### config.mk
export PLATFORM = sky130hd
export DESIGN_NAME = icache_refill_ctrl
export DESIGN_NICKNAME = d
export VERILOG_FILES = /design/src/rtl/icache_refill_ctrl.sv
export SDC_FILE = /design/constraint.sdc
export NUM_CORES = 1
export LEC_CHECK = 0
export ABC_AREA = 1
export CAP_MARGIN = 20
export CORE_MARGIN = 5
export CORE_UTILIZATION = 30
export CTS_CLUSTER_DIAMETER = 200
export DETAILED_ROUTE_END_ITERATION = 6
export PLACE_DENSITY = 0.6
export SLEW_MARGIN = 20
export SYNTH_ARGS = -nofsm -noshare
export SYNTH_HDL_FRONTEND = slang
export SYNTH_SLANG_ARGS = --single-unit
### constraint.sdc
create_clock -name clk -period 5.7 [get_ports clk]
set_clock_uncertainty 0.2 [all_clocks]
set_input_delay 0.855 -clock clk [delete_from_list [all_inputs] [get_ports clk]]
set_output_delay 0.855 -clock clk [all_outputs]
set_load 0.02 [all_outputs]
### src/rtl/icache_refill_ctrl.sv
// Instruction-cache refill initiator: issues a line request, writes streamed
// beats into the data array, flags the critical word, then tears down the valid/ready handshake.
module icache_refill_ctrl #(
  parameter int LINE_WORDS = 8,
  parameter int ADDR_W     = 32
) (
  input  logic              clk,
  input  logic              rst_n,
  input  logic              miss_valid,
  input  logic [ADDR_W-1:0] miss_addr,
  output logic              miss_ready,
  output logic              sysbus_o_ic_refill_valid,
  output logic [ADDR_W-1:0] sysbus_o_ic_refill_addr,
  input  logic              sysbus_i_ic_refill_valid,
  input  logic [ADDR_W-1:0] sysbus_i_ic_refill_addr,
  input  logic [31:0]       sysbus_i_ic_refill_data,
  input  logic              sysbus_i_ic_refill_ready,
  output logic              fill_we,
  output logic [ADDR_W-1:0] fill_addr,
  output logic [31:0]       fill_data,
  output logic              crit_valid,
  output logic              fill_done,
  output logic [ADDR_W-1:0] fill_line_addr,
  output logic              busy,
  output logic              err
);
  localparam int CNT_W = $clog2(LINE_WORDS) + 1;
  localparam int OFF_W = $clog2(LINE_WORDS) + 2;

  typedef enum logic [1:0] {IDLE, REQ, STREAM, ACK} state_t;

  state_t            state, state_nxt;
  logic [CNT_W-1:0]  cnt;
  logic [ADDR_W-1:0] base, exp_addr;
  logic [ADDR_W-3:0] crit_word;
  logic              in_xfer, accept, full, beat_ok, beat_bad, short_line;
  logic              unused_byte_off;

  // The byte offset inside the missed word never affects the refill.
  assign unused_byte_off = ^miss_addr[1:0];

  assign miss_ready = (state == IDLE) && !sysbus_i_ic_refill_ready;
  assign accept     = miss_valid && miss_ready;
  assign in_xfer    = (state == REQ) || (state == STREAM);
  assign full       = (cnt == CNT_W'(LINE_WORDS));
  assign exp_addr   = base + (ADDR_W'(cnt) << 2);

  // Ready wins over a coincident beat, so such a beat is dropped as an error.
  assign beat_ok    = in_xfer && sysbus_i_ic_refill_valid && !sysbus_i_ic_refill_ready &&
                      !full && (sysbus_i_ic_refill_addr == exp_addr);
  assign beat_bad   = in_xfer && sysbus_i_ic_refill_valid && !beat_ok;
  assign short_line = in_xfer && sysbus_i_ic_refill_ready && !full;

  assign busy                    = (state != IDLE);
  assign sysbus_o_ic_refill_addr = base;
  assign fill_line_addr          = base;

  always_comb begin
    state_nxt = state;
    case (state)
      IDLE:    if (accept) state_nxt = REQ;
      REQ:     if (sysbus_i_ic_refill_ready) state_nxt = ACK;
               else if (sysbus_i_ic_refill_valid) state_nxt = STREAM;
      STREAM:  if (sysbus_i_ic_refill_ready) state_nxt = ACK;
      ACK:     if (!sysbus_i_ic_refill_ready) state_nxt = IDLE;
      default: state_nxt = IDLE;
    endcase
  end

  always_ff @(posedge clk or negedge rst_n) begin
    if (!rst_n) begin
      state                    <= IDLE;
      sysbus_o_ic_refill_valid <= 1'b0;
    end else begin
      state                    <= state_nxt;
      sysbus_o_ic_refill_valid <= (state_nxt == REQ) || (state_nxt == STREAM);
    end
  end

  always_ff @(posedge clk or negedge rst_n) begin
    if (!rst_n) begin
      base       <= '0;
      crit_word  <= '0;
      cnt        <= '0;
      fill_we    <= 1'b0;
      fill_addr  <= '0;
      fill_data  <= '0;
      crit_valid <= 1'b0;
      fill_done  <= 1'b0;
      err        <= 1'b0;
    end else begin
      fill_we    <= beat_ok;
      crit_valid <= beat_ok && (exp_addr[ADDR_W-1:2] == crit_word);
      fill_done  <= in_xfer && sysbus_i_ic_refill_ready;
      if (beat_bad || short_line) err <= 1'b1;
      if (accept) begin
        base      <= {miss_addr[ADDR_W-1:OFF_W], OFF_W'(0)};
        crit_word <= miss_addr[ADDR_W-1:2];
        cnt       <= '0;
      end else if (beat_ok) begin
        cnt <= cnt + CNT_W'(1);
      end
      if (beat_ok) begin
        fill_addr <= sysbus_i_ic_refill_addr;
        fill_data <= sysbus_i_ic_refill_data;
      end
    end
  end
endmodule

; ---- Word-level counts from Yosys, hierarchy flattened
; Index checks and enable logic that the tools add are counted.
[word_totals]
out_inout_bits = 135
input_bits = 101
reg_bits = 132
wordCells = 48
[classes]
muxes = 8
addsub = 2
n_reduce_logical = 19
n_eq_ne = 8
[op_table]
columns = cell, n
row1 = $add A32 B6 Y32, 1
row2 = $eq A32 B32 Y1, 1
row3 = $eq A30 B30 Y1, 1
row4 = $logic_and A1 B1 Y1, 10
row5 = $mux W2, 5
row6 = $mux W4, 2
row7 = $pmux W2 S4, 1
row8 = $eq A2 B2 Y1 const B, 3
row9 = $add A4 B1 Y4 const B, 1
row10 = $eq A2 B1 Y1 const B, 2
row11 = $eq A4 B4 Y1 const B, 1
row12 = $reduce_bool A2 Y1, 2
row13 = $logic_not A1 Y1, 3
row14 = $logic_or A1 B1 Y1, 3
row15 = $logic_not A2 Y1, 1

; ---- Logic depth before layout (Yosys ltp)
; Gate-level depths: netlist (run 1).
[depth]
word_depth = 9
mapped_depth = 17
depth_no_buf = 17

; ---- Worst setup path before layout (run 1)
; No wires, ideal clock.
[synth_path]
kind = reg-to-reg
start = reg, netlist name crit_word[3]
end = reg fill_addr[10]
required_time_ns = 5.383
setup_slack_ns = 3.053
stages_incl_launch_ff = 17
t_arrival_ns = 2.330
path_buffers = 1
cell_sequence = dfrtp_1 -> ha_1 -> ha_1 -> nand2_1 -> nor2_2 -> nand2_1 -> nor2_4 -> nand3_1 -> nand2_1 -> nand3_1 -> nor2_1 -> nand2_1 -> nor2_4 -> nand3_2 -> buf_2 -> nand2_1 -> nand2_1
[synth_rtl]
columns = item, line_no
row1 = to (signal assigned), 104  ; fill_addr <= sysbus_i_ic_refill_addr;
row2 = to (decl), 19  ; output logic [ADDR_W-1:0] fill_addr,

==> run summary, run 1 <==
========================================================================================
Status .................................................................... finished, final reports clean
Endpoint with the worst hold slack ........................................ fill_addr[11]
Final cycle utilization of the critical path ..............................        62.5%
Leakage Power .............................................................      4.31 nW
Top layer in use ..........................................................         met4
Root buffer cell ..........................................................    clkbuf_16
TNS Setup .................................................................         0 ns
Later-pin clock latency in the skew report ................................      0.35 ns
PortBufs ..................................................................          223
CTS Hold Bufs .............................................................            0
Number of warnings issued by yosys ........................................            0
Register bit count reported by yosys ......................................          105
Placed inst area ..........................................................   8600 sq um
Sum of met3 wire segment lengths after detailed routing ...................      1.82 mm
Fillers ...................................................................         2281
Reg-to-Reg Start .......................................................... crit_word[3]
Number of antenna violations at the first check in global routing .........            0
Area enclosed by the die boundary .........................................  24900 sq um
Total number of vias ......................................................         6269
First-pass DRT Iterations .................................................            4
Unrepaired setup endpoints after global routing ...........................           no
Final hold slack ..........................................................     0.270 ns
Most area-consuming cells after synthesis ................................. dfrtp_1, nand2_1, buf_4
RD Place Congestion .......................................................        0.912
Library cell with the largest summed area after synthesis .................      dfrtp_1
Initial Util ..............................................................        30.3%
Slew at the pin closest to its max-slew limit .............................      1.03 ns
Worst EP arrival ..........................................................      3.61 ns
Sequential cell area ......................................................   2630 sq um
Final antenna-violating net count .........................................            0
Post-Route M1 WL ..........................................................      9.81 mm
Core ar. ..................................................................  21700 sq um
Worst r2r path cells ......................................................           16
Number of clock sinks seen by CTS .........................................          105
Leading register cell type out of synthesis ...............................      dfrtp_1
Class of the worst hold path ..............................................   reg -> reg
Area used by multi-input combinational logic ..............................   3060 sq um
Type of element launching the critical path ...............................     register
Overall die width .........................................................       158 um
Type of the worst setup path ..............................................   reg -> reg
Rel. slew slack ...........................................................        31.2%
Power Dens Cells ..........................................................  365 nW/um^2
Commonest cells after routing, fill and taps aside ........................ nand2_1, clkdlybuf4s50_1, dfrtp_1, inv_1, nand4_1
Proportion of layout cells with a drive suffix above 1 ....................        3.45%
Worst hold path cell count ................................................            2
Post-CTS Setup Inserts ....................................................            0
Max-cap check violation count .............................................            0
Highest attainable clock frequency ........................................      281 MHz
Drt first-iter violations .................................................          337
Worst supply voltage drop on vdd ..........................................   0.000212 V
Post-CTS sizing ...........................................................            0
Number of global-route vias before repair .................................         6321
Cts bufs inserted .........................................................            9
Fraction of synthesis flops using an asynchronous set or reset pin ........         100%
Number of hold violations in the final report .............................            0
Largest buffer count on any clock path ....................................            2
Number of I/O pins ........................................................          236
H-tree depth ..............................................................            3
Std cell rows .............................................................           54
Peak fanout along the critical path .......................................           54
Overall routed net length .................................................      21.9 mm
Finish-stage setup viols ..................................................            0
Seq/Total Area, Yosys .....................................................        40.0%
Routed wire length per instance ...........................................      16.2 um
Wire length of the first global-routing pass ..............................      34.0 mm
Clock tree from TritonCTS .................................................        built
Total standard cell area after synthesis ..................................   6570 sq um
Distinct cells, synth .....................................................           33
DRC violations left .......................................................            0
Via density per instance ..................................................         4.63
Avg Cell Area, Syn ........................................................   7.17 sq um
Critical path endpoint category ...........................................     register
Area added between synthesis and finish ...................................        35.5%
Post-layout util ..........................................................        41.0%
Global router's overall resource usage ....................................        17.4%
Worst Min Path Start ...................................................... fill_addr[11]
Minimum setup slack among reg-to-reg paths ................................      2.14 ns
Synthesized instance count ................................................          916
Total half-perimeter wirelength after legalization and detailed placement .      16.2 mm
Post-synth EDFFs ..........................................................            0
Nets ......................................................................         1180
Overall overflow remaining after global route .............................            0
Minimum period implied by the final worst setup slack .....................      3.56 ns
Die Height ................................................................       158 um
Pin count of the biggest net entering global routing ......................           63
Detail Route met2 WL ......................................................      9.65 mm
Worst r2r dst ............................................................. fill_addr[22]
Share of the synthesized area in the top cell type ........................        40.0%
Most common cell after layout, fill and taps aside ........................      nand2_1
Pins Over Slew Limit ......................................................            0
Antenna diodes ............................................................            0
CTS clock-pin slew for the worst setup and hold paths .....................      0.07 ns
Summed area of non-filler cells in the final layout .......................   8900 sq um
WP data required ..........................................................      5.74 ns
========================================================================================
per-layer routing:
layer	track usage (%)	vias to the layer above
met4	6.74	0
li1	-	3158
met2	27.8	218
met3	3.72	33
met1	23.1	2860
met5	0	-
final cells by class:
type	instances	share of cell area, %
inverter	78	3.29
tap	280	3.94
timing repair buffer	229	25.6
sequential	105	29.5
multi-input combinational	647	34.4
clock inverter	6	0.774
clock buffer	9	2.53
worst max path at each step:
stage                             start       endpoint  slack [ns]
6_report                   crit_word[3]  fill_addr[22]        2.14
4_1_cts                    crit_word[3]   fill_data[1]        2.09
5_1_grt                    crit_word[3]  fill_addr[24]        1.83
2_1_floorplan              crit_word[3]  fill_addr[10]        3.05
3_3_place_gp   sysbus_i_ic_refill_ready  fill_data[30]        1.93
3_5_place_dp   sysbus_i_ic_refill_ready  fill_addr[22]        1.92
registers in the layout, indices dropped and copies added (netlist names):
name and cells:
err 1, fill_done 1, state 2, crit_word 30
crit_valid 1, fill_data 32, sysbus_o_ic_refill_valid 1, cnt 4
fill_we 1, fill_addr 32
cells by family (layout without fill, tap and decap cells):
family | after synthesis | count (layout) | share of synthesized area, %
xor gates and xnor gates | 28 | 28 | 3.74
other | 1 | 10 | 0.0571
AOI/OAI and AO/OA | 28 | 28 | 2.42
adders and majority gates | 9 | 9 | 1.72
DFF | 105 | 105 | 40.0
buffers and inverters | 173 | 322 | 14.0
and+or+nand+nor | 572 | 572 | 38.0
power breakdown:
group          internal (mW)  switching [mW]  total (mW)
Clock                  0.341           0.297       0.638
Sequential             0.860           0.213        1.07
Combinational          0.630           0.904        1.53
through the flow:
stage               setup WS (ns)  std cells  total power, mW
floorplan                    3.05        925             2.17
global placement             1.93       1339             2.61
detailed placement           1.92       1339             2.63
CTS                          2.09       1354             3.29
global route                 1.83       1354             3.47
finish                       2.14       1354             3.24
cells in the mapped netlist, types with 7 or more instances:
cell / number
buf_2: 24
buf_4: 64
clkbuf_1: 7
dfrtp_1: 105
ha_1: 9
inv_1: 76
nand2_1: 359
nand3_1: 56
nand4_1: 71
nor2_1: 60
o21ai_0: 14
xnor2_1: 9
xor2_1: 19
worst max-delay path, cell delays in order, from the launching register on:
cell and delay [ns]:
dfrtp_1 0.44, ha_1 0.23, ha_1 0.22, nand2_1 0.11, nor2_2 0.24, nand2_1 0.20, nor2_4 0.24, nand3_1 0.10
nand2_1 0.10, nand3_1 0.07, nor2_1 0.13, nand2_1 0.12, nor2_4 0.11, nand3_2 0.28, buf_4 0.41, nand2_1 0.13
nand2_1 0.06
Power figures use the tool's default switching activity.
==> run 2, diff against run 1 <==
- PLACE_DENSITY: 0.6 -> 0.63
- clock period: 5.7 -> 2.85 ns (I/O delays scaled with it)
==> run summary, run 2 (synthesis gave the netlist of run 1 again) <==
========================================================================================
Status .................................................................... finished, violations left
Violations in the final reports ........................................... setup timing
Finish-stage setup viols ..................................................           21
Cell type group with the largest total delay on the critical path ......... simple AND/OR/NAND/NOR gates
Worst supply voltage drop on vdd ..........................................   0.000477 V
Nets ......................................................................         1254
Proportion of layout cells with a drive suffix above 1 ....................        15.8%
Die Height ................................................................       158 um
Setup slack after layout ..................................................   -0.0190 ns
PortBufs ..................................................................          223
Global router's overall resource usage ....................................        17.2%
Root buffer cell ..........................................................    clkbuf_16
Power share of the combinational group ....................................        52.3%
Number of antenna violations at the first check in global routing .........            0
Class of the worst hold path ..............................................   reg -> reg
Type of element launching the critical path ...............................     register
Later-pin clock latency in the skew report ................................      0.36 ns
Leakage Power .............................................................      4.88 nW
Fillers ...................................................................         2145
Power Dens Cells ..........................................................  705 nW/um^2
DP Worst Slack ............................................................    -0.105 ns
Routed wire length per instance ...........................................      16.2 um
Total half-perimeter wirelength after legalization and detailed placement .      17.5 mm
Worst EP arrival ..........................................................      2.92 ns
Initial Util ..............................................................        30.3%
Largest registers in the final layout ..................................... fill_addr (32), fill_data (32), crit_word (30)
Core ar. ..................................................................  21700 sq um
Final cycle utilization of the critical path ..............................         101%
Critical path endpoint category ...........................................     register
RD Place Congestion .......................................................        0.869
CTS clock-pin slew for the worst setup and hold paths .....................      0.08 ns
Drt first-iter violations .................................................          423
Cts bufs inserted .........................................................            9
Max stage delay cell, worst path ..........................................      dfrtp_1
Overall die width .........................................................       158 um
Buffers and inverters on the worst path ...................................            4
Crit-path most repeated cell ..............................................      nand2_4
Top layer in use ..........................................................         met4
Pin count of the biggest net entering global routing ......................           57
Overall routed net length .................................................      23.2 mm
Final antenna-violating net count .........................................            0
Share of power burned in registers ........................................        29.1%
Sw power ..................................................................      3.01 mW
Via density per instance ..................................................         4.65
Most common cell after layout, fill and taps aside ........................      nand2_1
Detail Route met2 WL ......................................................      11.1 mm
Longest individual stage delay on the worst path ..........................      0.40 ns
Reg-to-Reg Start .......................................................... crit_word[3]
TNS Setup .................................................................    -0.150 ns
Number of global-route vias before repair .................................         6348
First-pass DRT Iterations .................................................            6
WP data required ..........................................................      2.90 ns
Number of I/O pins ........................................................          236
H-tree depth ..............................................................            3
Overall overflow remaining after global route .............................            0
Cell-internal power .......................................................      4.09 mW
Largest buffer count on any clock path ....................................            2
Portion of total power attributed to the clock network ....................        18.5%
Type of the worst setup path ..............................................   reg -> reg
Wire length of the first global-routing pass ..............................      33.8 mm
Std cell rows .............................................................           54
Unrepaired setup endpoints after global routing ...........................          yes
Worst Min Path Start ...................................................... fill_data[31]
Number of clock sinks seen by CTS .........................................          105
Clock tree from TritonCTS .................................................        built
Number of hold violations in the final report .............................            0
Minimum period implied by the final worst setup slack .....................      2.87 ns
Area added between synthesis and finish ...................................        53.3%
Total number of vias ......................................................         6648
Antenna diodes ............................................................            0
Max-cap check violation count .............................................            0
Peak fanout along the critical path .......................................            7
Sum of met3 wire segment lengths after detailed routing ...................      1.49 mm
Worst path cell trace ..................................................... ha_4 -> ha_4 -> nand2_4 -> nor2_4 -> nand2_4 -> nor2_4 -> buf_12 -> nand2_4 -> nand3_2 -> nand3_2 -> nor3_4 -> buf_6 -> nand3_4 -> buf_12 -> clkbuf_16 -> nand2_2 -> nand2_1
Area enclosed by the die boundary .........................................  24900 sq um
Commonest cells after routing, fill and taps aside ........................ nand2_1, clkdlybuf4s50_1, dfrtp_1, inv_1, nand4_1
Launch point of the critical path ......................................... crit_word[3]
DRC violations left .......................................................            0
Post-Route M1 WL ..........................................................      10.3 mm
Highest attainable clock frequency ........................................      349 MHz
Switching part of the total power .........................................        42.4%
Pins Over Slew Limit ......................................................            0
========================================================================================
==> run 2: worst reg2reg max path, stage by stage, from the launching register on <==
cell and delay, ns:
dfrtp_1 0.40, ha_4 0.17, ha_4 0.15, nand2_4 0.06
nor2_4 0.24, nand2_4 0.11, nor2_4 0.12, buf_12 0.13
nand2_4 0.04, nand3_2 0.07, nand3_2 0.08, nor3_4 0.31
buf_6 0.16, nand3_4 0.08, buf_12 0.16, clkbuf_16 0.17
nand2_2 0.05, nand2_1 0.05
==> run 2: path summary, 6_finish.rpt <==
path	slack (ns)	end	cells after the start
min in group asynchronous	0.30	crit_word[11]	2
max	-0.02	fill_addr[25]	17
min	0.27	fill_data[31]	2
min reg2reg	0.27	fill_data[31]	2
max reg2reg	-0.02	fill_addr[25]	17
max in group asynchronous	1.42	crit_word[21]	3
==> run 2: final cells by class <==
type	count	area, sq um	area share, %
Inverter	78	293	2.91
Clock buffer	9	225	2.24
Timing Repair Buffer	303	3140	31.2
Sequential cell	105	2640	26.2
Tap cell	280	350	3.48
Multi-Input combinational cell	647	3340	33.2
Clock inverter	7	77.6	0.771
==> run 2: timing repair <==
item	in CTS	in global routing
endpoints found under the hold margin	21	0
endpoints found under the setup margin	71	71
gates cloned	0	8
hold buffers	1	0
pin swaps	0	20
setup buffers	2	13
resized for setup	8	88
==> run 2: power by group through the flow <==
| stage | sequential [mW] | clock, mW | combinational, mW |
|---|---|---|---|
| after CTS | 2.04 | 1.35 | 3.59 |
| after global routing | 2.12 | 1.41 | 4.02 |
| after floorplan | 2.04 | 0 | 2.30 |
| after detailed placement | 2.09 | 0 | 3.53 |
| after global placement | 2.08 | 0 | 3.50 |
| final | 2.07 | 1.32 | 3.72 |
==> run 2: layer usage <==
metal / vias up / global-route usage, %
met4: 0 / 5.04
met5: - / 0
met2: 198 / 29.0
met1: 3118 / 22.5
met3: 18 / 3.55
li1: 3314 / -
==> run 2: through the flow <==
stage               std cells  util [%]  total power [mW]  hold WS (ns)  instance area, sq um
floorplan                 925         -              4.34       -0.0681                  6600
global placement         1389      42.2              5.58         0.152                  9150
detailed placement       1389      42.2              5.61         0.151                  9150
CTS                      1408      43.9              6.98         0.275                  9510
global route             1429      46.4              7.55         0.290                 10100
finish                   1429      46.4              7.10         0.275                 10100
==> run 3, diff against run 2 <==
--- a/config.mk
+++ b/config.mk
@@ -8,3 +8,3 @@
 export ABC_AREA = 1
-export CAP_MARGIN = 20
+export CAP_MARGIN = 15
 export CORE_MARGIN = 5
==> constraint.sdc (replaced) <==
create_clock -name clk -period 2.85 [get_ports clk]
set_clock_uncertainty 0.2 [all_clocks]
set_input_delay 0.57 -clock clk [delete_from_list [all_inputs] [get_ports clk]]
set_output_delay 0.57 -clock clk [all_outputs]
set_load 0.02 [all_outputs]
==> run summary, run 3 (synthesis gave the netlist of run 1 again) <==
========================================================================================
Most common cell after layout, fill and taps aside ........................      nand2_1
Max-cap check violation count .............................................            0
Cts bufs inserted .........................................................            9
Power Dens Cells ..........................................................  687 nW/um^2
Peak fanout along the critical path .......................................            8
Std cell rows .............................................................           54
Initial Util ..............................................................        30.3%
Longest individual stage delay on the worst path ..........................      0.40 ns
Pins Over Slew Limit ......................................................            0
Critical path endpoint category ...........................................     register
CTS clock-pin slew for the worst setup and hold paths .....................      0.07 ns
Max stage delay cell, worst path ..........................................      dfrtp_1
Number of clock sinks seen by CTS .........................................          105
Type of element launching the critical path ...............................     register
Proportion of layout cells with a drive suffix above 1 ....................        15.1%
Minimum period implied by the final worst setup slack .....................      2.83 ns
WP data required ..........................................................      2.90 ns
Core ar. ..................................................................  21700 sq um
Total number of vias ......................................................         6738
Total half-perimeter wirelength after legalization and detailed placement .      17.1 mm
Clock tree from TritonCTS .................................................        built
Via density per instance ..................................................         4.69
Area added between synthesis and finish ...................................        53.3%
Number of I/O pins ........................................................          236
Fillers ...................................................................         2150
DRC violations left .......................................................            0
Pin count of the biggest net entering global routing ......................          106
Leakage Power .............................................................      4.90 nW
Number of standard cells in the final layout excluding fillers ............         1438
Area enclosed by the die boundary .........................................  24900 sq um
Highest attainable clock frequency ........................................      353 MHz
Drt first-iter violations .................................................          345
PortBufs ..................................................................          223
Sequential cell area ......................................................   2630 sq um
Wire length of the first global-routing pass ..............................      35.1 mm
Largest buffer count on any clock path ....................................            2
Nets ......................................................................         1264
Routed wire length per instance ...........................................      16.3 um
Rel. slew slack ...........................................................        52.8%
Worst supply voltage drop on vdd ..........................................   0.000507 V
Antenna diodes ............................................................            0
Worst path cell trace ..................................................... ha_4 -> ha_4 -> nand2_4 -> nor2_4 -> buf_6 -> buf_4 -> nand3_1 -> nand3b_1 -> and2_4 -> nand4_1 -> nor2_4 -> nand3_4 -> buf_12 -> clkbuf_16 -> nand2_2 -> nand2_1
Worst EP arrival ..........................................................      2.89 ns
Slew at the pin closest to its max-slew limit .............................     0.708 ns
Type of the worst setup path ..............................................   reg -> reg
H-tree depth ..............................................................            3
Number of hold violations in the final report .............................            0
Final antenna-violating net count .........................................            0
Die Height ................................................................       158 um
RD Place Congestion .......................................................        0.890
Overall die width .........................................................       158 um
Root buffer cell ..........................................................    clkbuf_16
Finish-stage setup viols ..................................................            0
Status .................................................................... finished, final reports clean
Cell Count Post-Placement .................................................         1398
Post-layout util ..........................................................        46.4%
First-pass DRT Iterations .................................................            5
Worst r2r path cells ......................................................           16
Largest registers in the final layout ..................................... fill_addr (32), fill_data (32), crit_word (30)
Number of global-route vias before repair .................................         6503
Later-pin clock latency in the skew report ................................      0.36 ns
Class of the worst hold path ..............................................  in -> async
Overall overflow remaining after global route .............................            0
Total chip power ..........................................................      6.91 mW
Overall routed net length .................................................      23.4 mm
Number of antenna violations at the first check in global routing .........            1
Global router's overall resource usage ....................................        17.9%
Commonest cells after routing, fill and taps aside ........................ nand2_1, clkdlybuf4s50_1, dfrtp_1, inv_1, nand4_1
Unrepaired setup endpoints after global routing ...........................          yes
Final cycle utilization of the critical path ..............................        99.5%
Area used by multi-input combinational logic ..............................   3290 sq um
========================================================================================
==> run 3: cell types whose count changed in the layout (fill, tap and decap cells not counted), sizes merged <==
cell,change
buf,+10
clkbuf,+1
clkinv,+1
bufinv,-1
inv,-1
dlygate4sd3,-1
==> run 3: cell type report <==
| type | count | share of cell area, % |
|---|---|---|
| tap | 280 | 3.48 |
| timing repair buffer | 313 | 32.2 |
| clock buffer | 9 | 2.24 |
| clock inverter | 6 | 0.435 |
| sequential | 105 | 26.1 |
| inverter | 78 | 2.91 |
| multi-input combinational | 647 | 32.6 |
==> run 3: what timing repair did <==
item                                    in CTS  in global routing
endpoints found under the setup margin      71                 71
pin swaps                                   12                 25
gates resized for setup                     24                 60
cloned                                       2                  7
buffers inserted                            15                  6
hold buffers                                 0                  0
==> run 3: critical path, delay by kind of cell, from the launching register on <==
family | cells | cell delay [ns]
DFF | 1 | 0.40
and+or+nand+nor | 10 | 1.21
adders and majority gates | 2 | 0.32
buffers and inverters | 4 | 0.59
==> run 3: path summary, 6_finish.rpt <==
path / from / end / slack, ns
hold reg to reg: fill_data[18] / fill_data[18] / 0.27
setup / recovery: crit_word[3] / fill_addr[15] / 0.02
hold / removal: rst_n / crit_word[7] / 0.005
min in group clk: fill_data[18] / fill_data[18] / 0.27
max in group asynchronous: rst_n / crit_word[10] / 1.80
setup reg to reg: crit_word[3] / fill_addr[15] / 0.02
==> run 3: stage by stage <==
step	setup WS (ns)	instance area (sq um)	TNS (ns)	hold WS, ns
detailed placement	-0.199	9200	-11.09	0.258
CTS	-0.00701	9720	-0.00701	0.114
global placement	-0.159	9200	-9.55	0.253
finish	0.0156	10100	0	0.00484
floorplan	0.203	6600	0	0.0744
global route	-0.158	10100	-8.25	0.137
==> run 3: where the power goes <==
group / switching [mW] / internal (mW) / total, mW
Clock: 0.598 / 0.592 / 1.19
Combinational: 2.02 / 1.64 / 3.66
Sequential: 0.337 / 1.72 / 2.06
Total: 2.95 / 3.96 / 6.91
==> run 3: layer usage <==
layer / global-route usage [%] / up-vias / wire length (um) / share of wire (%)
met1: 24.3 / 3153 / 10400 / 45
met2: 29.1 / 225 / 10900 / 47
li1: - / 3331 / - / -
met3: 3.55 / 27 / 1610 / 6.9
met5: 0 / - / 13 / 0.056
met4: 5.40 / 2 / 455 / 1.9
